### config.mk
export PLATFORM = sky130hd
export DESIGN_NAME = divisor_subtrai_desloca
export DESIGN_NICKNAME = d
export VERILOG_FILES = /design/src/rtl/divisor_subtrai_desloca.sv
export SDC_FILE = /design/constraint.sdc
export NUM_CORES = 1
export LEC_CHECK = 0
export CAP_MARGIN = 10
export CORE_MARGIN = 4
export CORE_UTILIZATION = 55
export CTS_CLUSTER_SIZE = 12
export DETAILED_ROUTE_END_ITERATION = 12
export PLACE_DENSITY = 0.87
export SLEW_MARGIN = 20
export SYNTH_ARGS = -nofsm -noshare
export SYNTH_HDL_FRONTEND = slang
export SYNTH_SLANG_ARGS = --single-unit
### constraint.sdc
create_clock -name clk -period 5.9 [get_ports clk]
set_input_delay 1.77 -clock clk [delete_from_list [all_inputs] [get_ports clk]]
set_output_delay 1.77 -clock clk [all_outputs]
set_load 0.005 [all_outputs]
### src/rtl/divisor_subtrai_desloca.sv
`default_nettype none
// +--------------------------------------------------------------------------+
// | Module      : divisor_subtrai_desloca                                    |
// | Description : Sequential restoring divider (shift-and-subtract).         |
// |               Divides an N-bit unsigned dividend by an N-bit unsigned    |
// |               divisor and produces one quotient bit per clock.           |
// | Revision    : 1.0 - initial release                                      |
// +--------------------------------------------------------------------------+
// | Ports                                                                    |
// |   clk        in   1  system clock, rising-edge active                    |
// |   rst_n      in   1  asynchronous active-low reset                       |
// |   dividendo  in   N  unsigned dividend, sampled on the start edge        |
// |   divisor    in   N  unsigned divisor, sampled on the start edge         |
// |   st         in   1  start request, level-sampled only while idle        |
// |   quociente  out  N  quotient, held until the next start edge            |
// |   resto      out  N  remainder, held until the next start edge          |
// |   done       out  1  one-cycle pulse marking a completed result         |
// |   idle       out  1  high while a new start can be accepted             |
// |   div_zero   out  1  captured divisor was zero; held to next start      |
// +--------------------------------------------------------------------------+
module divisor_subtrai_desloca #(
  parameter int N = 4
) (
  input  logic         clk,
  input  logic         rst_n,
  input  logic [N-1:0] dividendo,
  input  logic [N-1:0] divisor,
  input  logic         st,
  output logic [N-1:0] quociente,
  output logic [N-1:0] resto,
  output logic         done,
  output logic         idle,
  output logic         div_zero
);

  localparam int CW = $clog2(N + 1);

  typedef enum logic [1:0] {
    S_IDLE = 2'd0,
    S_CALC = 2'd1,
    S_DONE = 2'd2
  } state_t;

  state_t        r_state;
  logic [CW-1:0] r_cnt;
  logic [N:0]    r_a;      // partial remainder
  logic [N-1:0]  r_q;      // dividend bits shifting out / quotient bits shifting in
  logic [N-1:0]  r_b;      // captured divisor
  logic [N-1:0]  r_quoc;
  logic [N-1:0]  r_resto;
  logic          r_dz;

  logic [N:0]    w_a_sh;
  logic [N:0]    w_trial;
  logic [N:0]    w_a_new;
  logic          w_fits;
  logic [N-1:0]  w_q_new;

  // One restoring step: shift {A,Q} left, try subtracting B, keep the
  // difference only when it is non-negative.
  always_comb begin
    w_a_sh  = {r_a[N-1:0], r_q[N-1]};
    w_trial = w_a_sh - {1'b0, r_b};
    // r_a[N] is the bit shifted out of A. Since A < B between steps it is
    // always 0, but folding it in keeps the comparison exact regardless.
    w_fits  = ~w_trial[N] | r_a[N];
    w_a_new = w_fits ? w_trial : w_a_sh;
    w_q_new = {r_q[N-2:0], w_fits};
  end

  always_ff @(posedge clk or negedge rst_n) begin
    if (!rst_n) begin
      r_state <= S_IDLE;
      r_cnt   <= '0;
      r_a     <= '0;
      r_q     <= '0;
      r_b     <= '0;
      r_quoc  <= '0;
      r_resto <= '0;
      r_dz    <= 1'b0;
    end else begin
      case (r_state)
        S_IDLE: begin
          if (st) begin
            r_b   <= divisor;
            r_q   <= dividendo;
            r_a   <= '0;
            r_cnt <= CW'(N);
            r_dz  <= 1'b0;
            if (divisor == '0) begin
              // No iterations: report saturated quotient and pass the
              // dividend through as the remainder.
              r_dz    <= 1'b1;
              r_quoc  <= '1;
              r_resto <= dividendo;
              r_state <= S_DONE;
            end else begin
              r_state <= S_CALC;
            end
          end
        end
        S_CALC: begin
          r_a   <= w_a_new;
          r_q   <= w_q_new;
          r_cnt <= r_cnt - CW'(1);
          // Last iteration publishes the freshly computed step directly.
          if (r_cnt == CW'(1)) begin
            r_quoc  <= w_q_new;
            r_resto <= w_a_new[N-1:0];
            r_state <= S_DONE;
          end
        end
        S_DONE: begin
          r_state <= S_IDLE;
        end
        default: begin
          r_state <= S_IDLE;
        end
      endcase
    end
  end

  assign quociente = r_quoc;
  assign resto     = r_resto;
  assign div_zero  = r_dz;
  assign done      = (r_state == S_DONE);
  assign idle      = (r_state == S_IDLE);

endmodule
`default_nettype wire
# After elaboration in Yosys (flattened, before gate mapping)
# Index checks and enable logic that the tools add are counted.
# W data, S select, Z words.
op_classes:
  add_sub_neg: 2
  mul: 0
  div: 0
  n_lt_le_gt_ge: 0
  n_eq_ne: 6
  shifts: 0
  muxes: 20
  bitwise_logic: 2
  n_reduce_logical: 7
op_table:
  columns: ["operator", "n"]
  rows:
  - ["$mux W4", 7]
  - ["$pmux W4 S2", 3]
  - ["$mux W5", 2]
  - ["$pmux W5 S2", 1]
  - ["$mux W2", 3]
  - ["$pmux W3 S2", 1]
  - ["$reduce_and A2 Y1", 3]
  - ["$sub A5 B4 Y5", 1]
  - ["$logic_not A4 Y1", 1]
  - ["$ne A2 B2 Y1 const B", 2]
  - ["$pmux W2 S2", 1]
  - ["$reduce_and A4 Y1", 1]
  - ["$eq A3 B1 Y1 const B", 1]
  - ["$mux W3", 1]
  - ["$sub A3 B1 Y3 const B", 1]
  - ["$eq A2 B1 Y1 const B", 1]
  - ["$eq A2 B2 Y1 const B", 1]
  - ["$logic_not A2 Y1", 1]
  - ["$ne A2 B1 Y1 const B", 1]
  - ["$reduce_bool A2 Y1", 1]
  - ["$mux W1", 1]
  - ["$not A1 Y1", 1]
  - ["$or A1 B1 Y1", 1]
word_totals:
  reg_bits: 27
  latchBits: 0
  mem_bits_rw: 0
  romBits: 0
  input_bits: 11
  output_inout_bits: 11
  n_memories: 0

# Logic depth before layout (Yosys ltp)
logic_depth:
  word_depth: 6
  mapped_depth: 9
  depth_no_buf: 9

# Worst setup path before layout
# OpenSTA, ideal clock, no wires.
synth_path:
  kind: "input port to flip-flop"
  start: "in divisor[3]"
  end: "reg r_resto[3], in the netlist resto[3]"
  setup_ns: 0.126
  t_arrival_ns: 2.669
  t_required_ns: 5.774
  slack_ns: 3.104
  stages: 5
  path_buffers: 0
  cell_sequence: "nor4_1 o22ai_1 inv_1 mux2i_1 a31oi_1"
synth_via:
  elab_chain_len: 3
synth_lines:
  columns: ["item", "line", "text"]
  rows:
  - ["start: declaration", "27", "input logic [N-1:0] divisor,"]
  - ["$logic_not A4 Y1", "90", "if (divisor == '0) begin"]
  - ["$ne A2 B1 Y1 (no source line)", null, null]
  - ["$reduce_and A4 Y1 (no source line)", null, null]
  - ["end signal: assignment", "95", "r_resto <= dividendo;"]
  - ["end signal: assignment", "109", "r_resto <= w_a_new[N-1:0];"]
  - ["end: declaration", "50", "logic [N-1:0] r_resto;"]
# No other way between the ends.
# A chain may end at the register's enable or synchronous reset.

# Worst setup path in the final report
layout_path:
  start: "in st"
  end: "reg r_resto[1], in the netlist resto[1]"
layout_via:
  elab_chain_len: 2
layout_lines:
  columns: ["item", "line", "text"]
  rows:
  - ["start: declaration", "28", "input logic st,"]
  - ["$ne A2 B2 Y1 (no source line)", null, null]
  - ["$reduce_and A4 Y1 (no source line)", null, null]
# No other way between the ends.

==> results.sh <==
export IMPL_synth_largest_type_area_fraction=0.494
export IMPL_stdcell_count=194
export IMPL_power_ir_vdd_worst_mv=0.397
export IMPL_fillers=188
export IMPL_synth_area_leader_cell="dfrtp_1"
export IMPL_postLayoutSetupSlackWorst_ns=2.36
export IMPL_crit_path_start_kind="primary input"
export IMPL_finalWirelength_um=2910
export IMPL_std_cell_rows=17
export IMPL_pre_antenna_drt_iters=4
export IMPL_worstSkewPairLatency_ns=0.33
export IMPL_syn_to_layout_area_delta_pct=18.3
export IMPL_finalSetupTns_ns=0
export IMPL_first_global_vias=1181
export IMPL_synth_top_family_by_area="simple AND/OR/NAND/NOR gates"
export IMPL_mostFrequentLayoutCells="nand2_1, dfrtp_1, clkdlybuf4s50_1, nor2_1, o21ai_0"
export IMPL_slew_violations=0
export IMPL_master_of_the_slowest_instance_on_the_critical_path="o22ai_1"
export IMPL_tritoncts_clock_tree="yes"
export IMPL_final_setup_skew_ns=0.00504
export IMPL_root_buffer="clkbuf_4"
export IMPL_synth_cell_area_um2=1370
export IMPL_yosysSeqAreaShare=0.494
export IMPL_antenna_violations_before_repair=0
export IMPL_maxCapViolations=0
export IMPL_grt_start_max_net_pins=28
export IMPL_drive_above_1_share=0.0602
export IMPL_synth_fp_nets=165
export IMPL_timing_critical_path_fanout_max=15
export IMPL_status="complete, no violations"
export IMPL_place_inst=190
export IMPL_area_sequential_um2=676
export IMPL_reg2regPathDepth=9
export IMPL_cts_clk_slew_worst_paths_ns=0.15
export IMPL_timing_critical_path_cells="clkdlybuf4s50_1 > and2_1 > o22ai_1 > inv_1 > nand3_1 > o211ai_1"
export IMPL_synth_compound_area_frac=0.145
export IMPL_ant_diodes=0
export IMPL_ctsHtreeMaxLevel=1
export IMPL_critical_path_top_delay_family="compound AO/OA/AOI/OAI gates"
export IMPL_hp_class="register to register"
export IMPL_cts_inserted_buffers=3
export IMPL_ys_warn_count=0
export IMPL_cts_sinks=27
export IMPL_synth_simple_area_share=0.186
export IMPL_multiInputGateArea_um2=624
export IMPL_switching_power_summed_over_all_nets_w=0.000403
export IMPL_drt_vias_per_instance=5.75
export IMPL_design_die_area_um2=3350
export IMPL_power_sequential_fraction=0.350
export IMPL_design_portCount=22
export IMPL_max_slew_worst_pin_slew_ns=0.962
export IMPL_synth_area_top_cells="dfrtp_1, nand2_1, ha_1, o21ai_0, nor2_1"
export IMPL_cp_buffers_inverters=2
export IMPL_drcViolationCount=0
export IMPL_synth_fa_ha_area_frac=0.0695
export IMPL_crit_path_end_kind="register"
export IMPL_yosys_register_bits=27
export IMPL_fmax_ghz=0.283
export IMPL_postSynthAreaPerCell_um2=9.30
export IMPL_grt_pass1_wl_um=4860
export IMPL_ctsHoldBuffers=0
export IMPL_max_clock_path_buffers=2
export IMPL_num_vias=1115
export IMPL_final_estimated_routing_congestion_in_global_placement=0.861
export IMPL_coreArea_um2=2300
export IMPL_port_buffers=21
export IMPL_internal_power_w=0.000537
export IMPL_switching_share=0.428
export IMPL_max_stage_delay_ns=0.73
export IMPL_power_density_cells_nw_per_um2=581
export IMPL_chipWidth_um=57.9
export IMPL_die_height_um=57.9
export IMPL_globalRoute_totalOverflow=0
export IMPL_place_hpwl_um=2130
export IMPL_groute_usage_overall=0.185
export IMPL_antenna_violating_nets_post_route=0
export IMPL_worstHoldPathCells=2
export IMPL_timing_slew_headroom=0.359
export IMPL_final_min_clock_period_ns=3.54
export IMPL_postCtsSetupRepairBufs=0
export IMPL_worst_path_stages=6
export IMPL_dr_first_iter_drc_count=34
export IMPL_power_static_leakage_nw=0.741
export IMPL_number_of_standard_cells_after_synthesis=147
export IMPL_final_net_count=185
export IMPL_post_synth_xor_area_fraction=0.0128
export IMPL_required_time_worst_endpoint_ns=6.12
export IMPL_floorplan_initialDensity=0.595
export IMPL_hold_viol=0
export IMPL_setup_viol=0
export IMPL_synthMuxAreaShare=0.0430
export IMPL_grt_setup_unrepaired="no"
export IMPL_crit_arrival_ns=3.75
export IMPL_comb_power_share=0.565
export IMPL_avgRoutedWirePerCell_um=15.0
export IMPL_finalCritPeriodShare=0.599
export IMPL_post_place_setup_slack_ns=2.02
export IMPL_clock_power_share=0.086
export IMPL_postCtsResizedCells=0
export IMPL_timing_worst_setup_path_type="primary input to register"
export IMPL_yosys_cell_types_count=32
-- metal layers --
layer,wire length (um),global-route usage,up-vias,share of wire
met3,167,0.0356,6,0.057
met2,1460,0.329,32,0.50
met1,1240,0.220,544,0.43
met5,0,0,-,0
met4,44,0.0695,0,0.015
li1,-,-,533,-
-- synth_stat cells, drive strengths merged --
| cell | instances |
|---|---|
| mux2 | 1 |
| nor2 | 11 |
| nand2 | 27 |
| dfrtp | 27 |
| buf | 4 |
| o22ai | 2 |
| o21ai | 12 |
| inv | 10 |
| o211ai | 3 |
| nor2b | 3 |
| ha | 6 |
| o2bb2ai | 1 |
| or2 | 1 |
| a31oi | 6 |
| mux2i | 4 |
| and2b | 1 |
| nand2b | 2 |
| nand3 | 8 |
| a21o | 1 |
| a21oi | 6 |
| and2 | 2 |
| fa | 1 |
| nand3b | 1 |
| a22oi | 1 |
| nor4 | 1 |
| clkbuf | 3 |
| xor2 | 2 |
-- cell families (layout without fill, tap and decap cells) --
family | Yosys count | after routing
AND/OR/NAND/NOR | 57 | 57
AO/OA/AOI/OAI | 32 | 32
flip-flops | 27 | 27
buffers and inverters | 17 | 36
adder cells (fa/ha/maj) | 7 | 7
multiplexers | 5 | 5
XOR/XNOR | 2 | 2
-- area by class of cell --
class,instances,share of cell area
clock buffers,3,0.0139
flip-flops and latches,27,0.418
clock inverters,1,0.00309
inverters,10,0.0232
well taps,28,0.0217
multi-input cells,103,0.386
repair buffers,22,0.135
-- power groups by stage --
stage	logic [W]	registers (W)	clock network, W
after floorplan	0.000373	0.000321	0
final	0.000531	0.000329	0.0000808
after CTS	0.000533	0.000329	0.0000816
after global routing	0.000590	0.000341	0.0000880
after global placement	0.000502	0.000327	0
after detailed placement	0.000530	0.000333	0
-- worst reg2reg max path, cell delays in order, from the launching register on --
cell and delay (ns):
dfrtp_1 0.39, inv_1 0.10, ha_1 0.17, inv_1 0.05
fa_1 0.40, a21o_1 0.19, a21oi_2 0.25, mux2i_2 0.52
mux2i_1 0.35, o21ai_0 0.12
-- final timing paths --
| check | start | end | slack (ns) |
|---|---|---|---|
| setup / recovery | st | resto[1] | 2.36 |
| hold / removal | r_b[0] | r_b[0] | 0.50 |
| max in group asynchronous | rst_n | r_a[2] | 3.84 |
| min in group asynchronous | rst_n | r_q[1] | 1.80 |
| setup reg to reg | r_q[3] | r_a[1] | 3.24 |
| hold reg to reg | r_b[0] | r_b[0] | 0.50 |
-- flip-flops by register name, indices dropped and copies added (netlist names) --
| signal | cells |
|---|---|
| r_q | 4 |
| r_state | 2 |
| quociente | 4 |
| r_cnt | 3 |
| r_b | 4 |
| div_zero | 1 |
| resto | 4 |
| r_a | 5 |
-- stage by stage --
step	total power, W	hold slack [ns]	util	cell area, um2
after detailed placement	0.000862	0.469	0.692	1590
after CTS	0.000943	0.502	0.704	1620
after floorplan	0.000694	0.450	-	1370
final	0.000940	0.499	0.704	1620
after global routing	0.00102	0.536	0.704	1620
after global placement	0.000828	0.466	0.692	1590
Power figures use the tool's default switching activity.
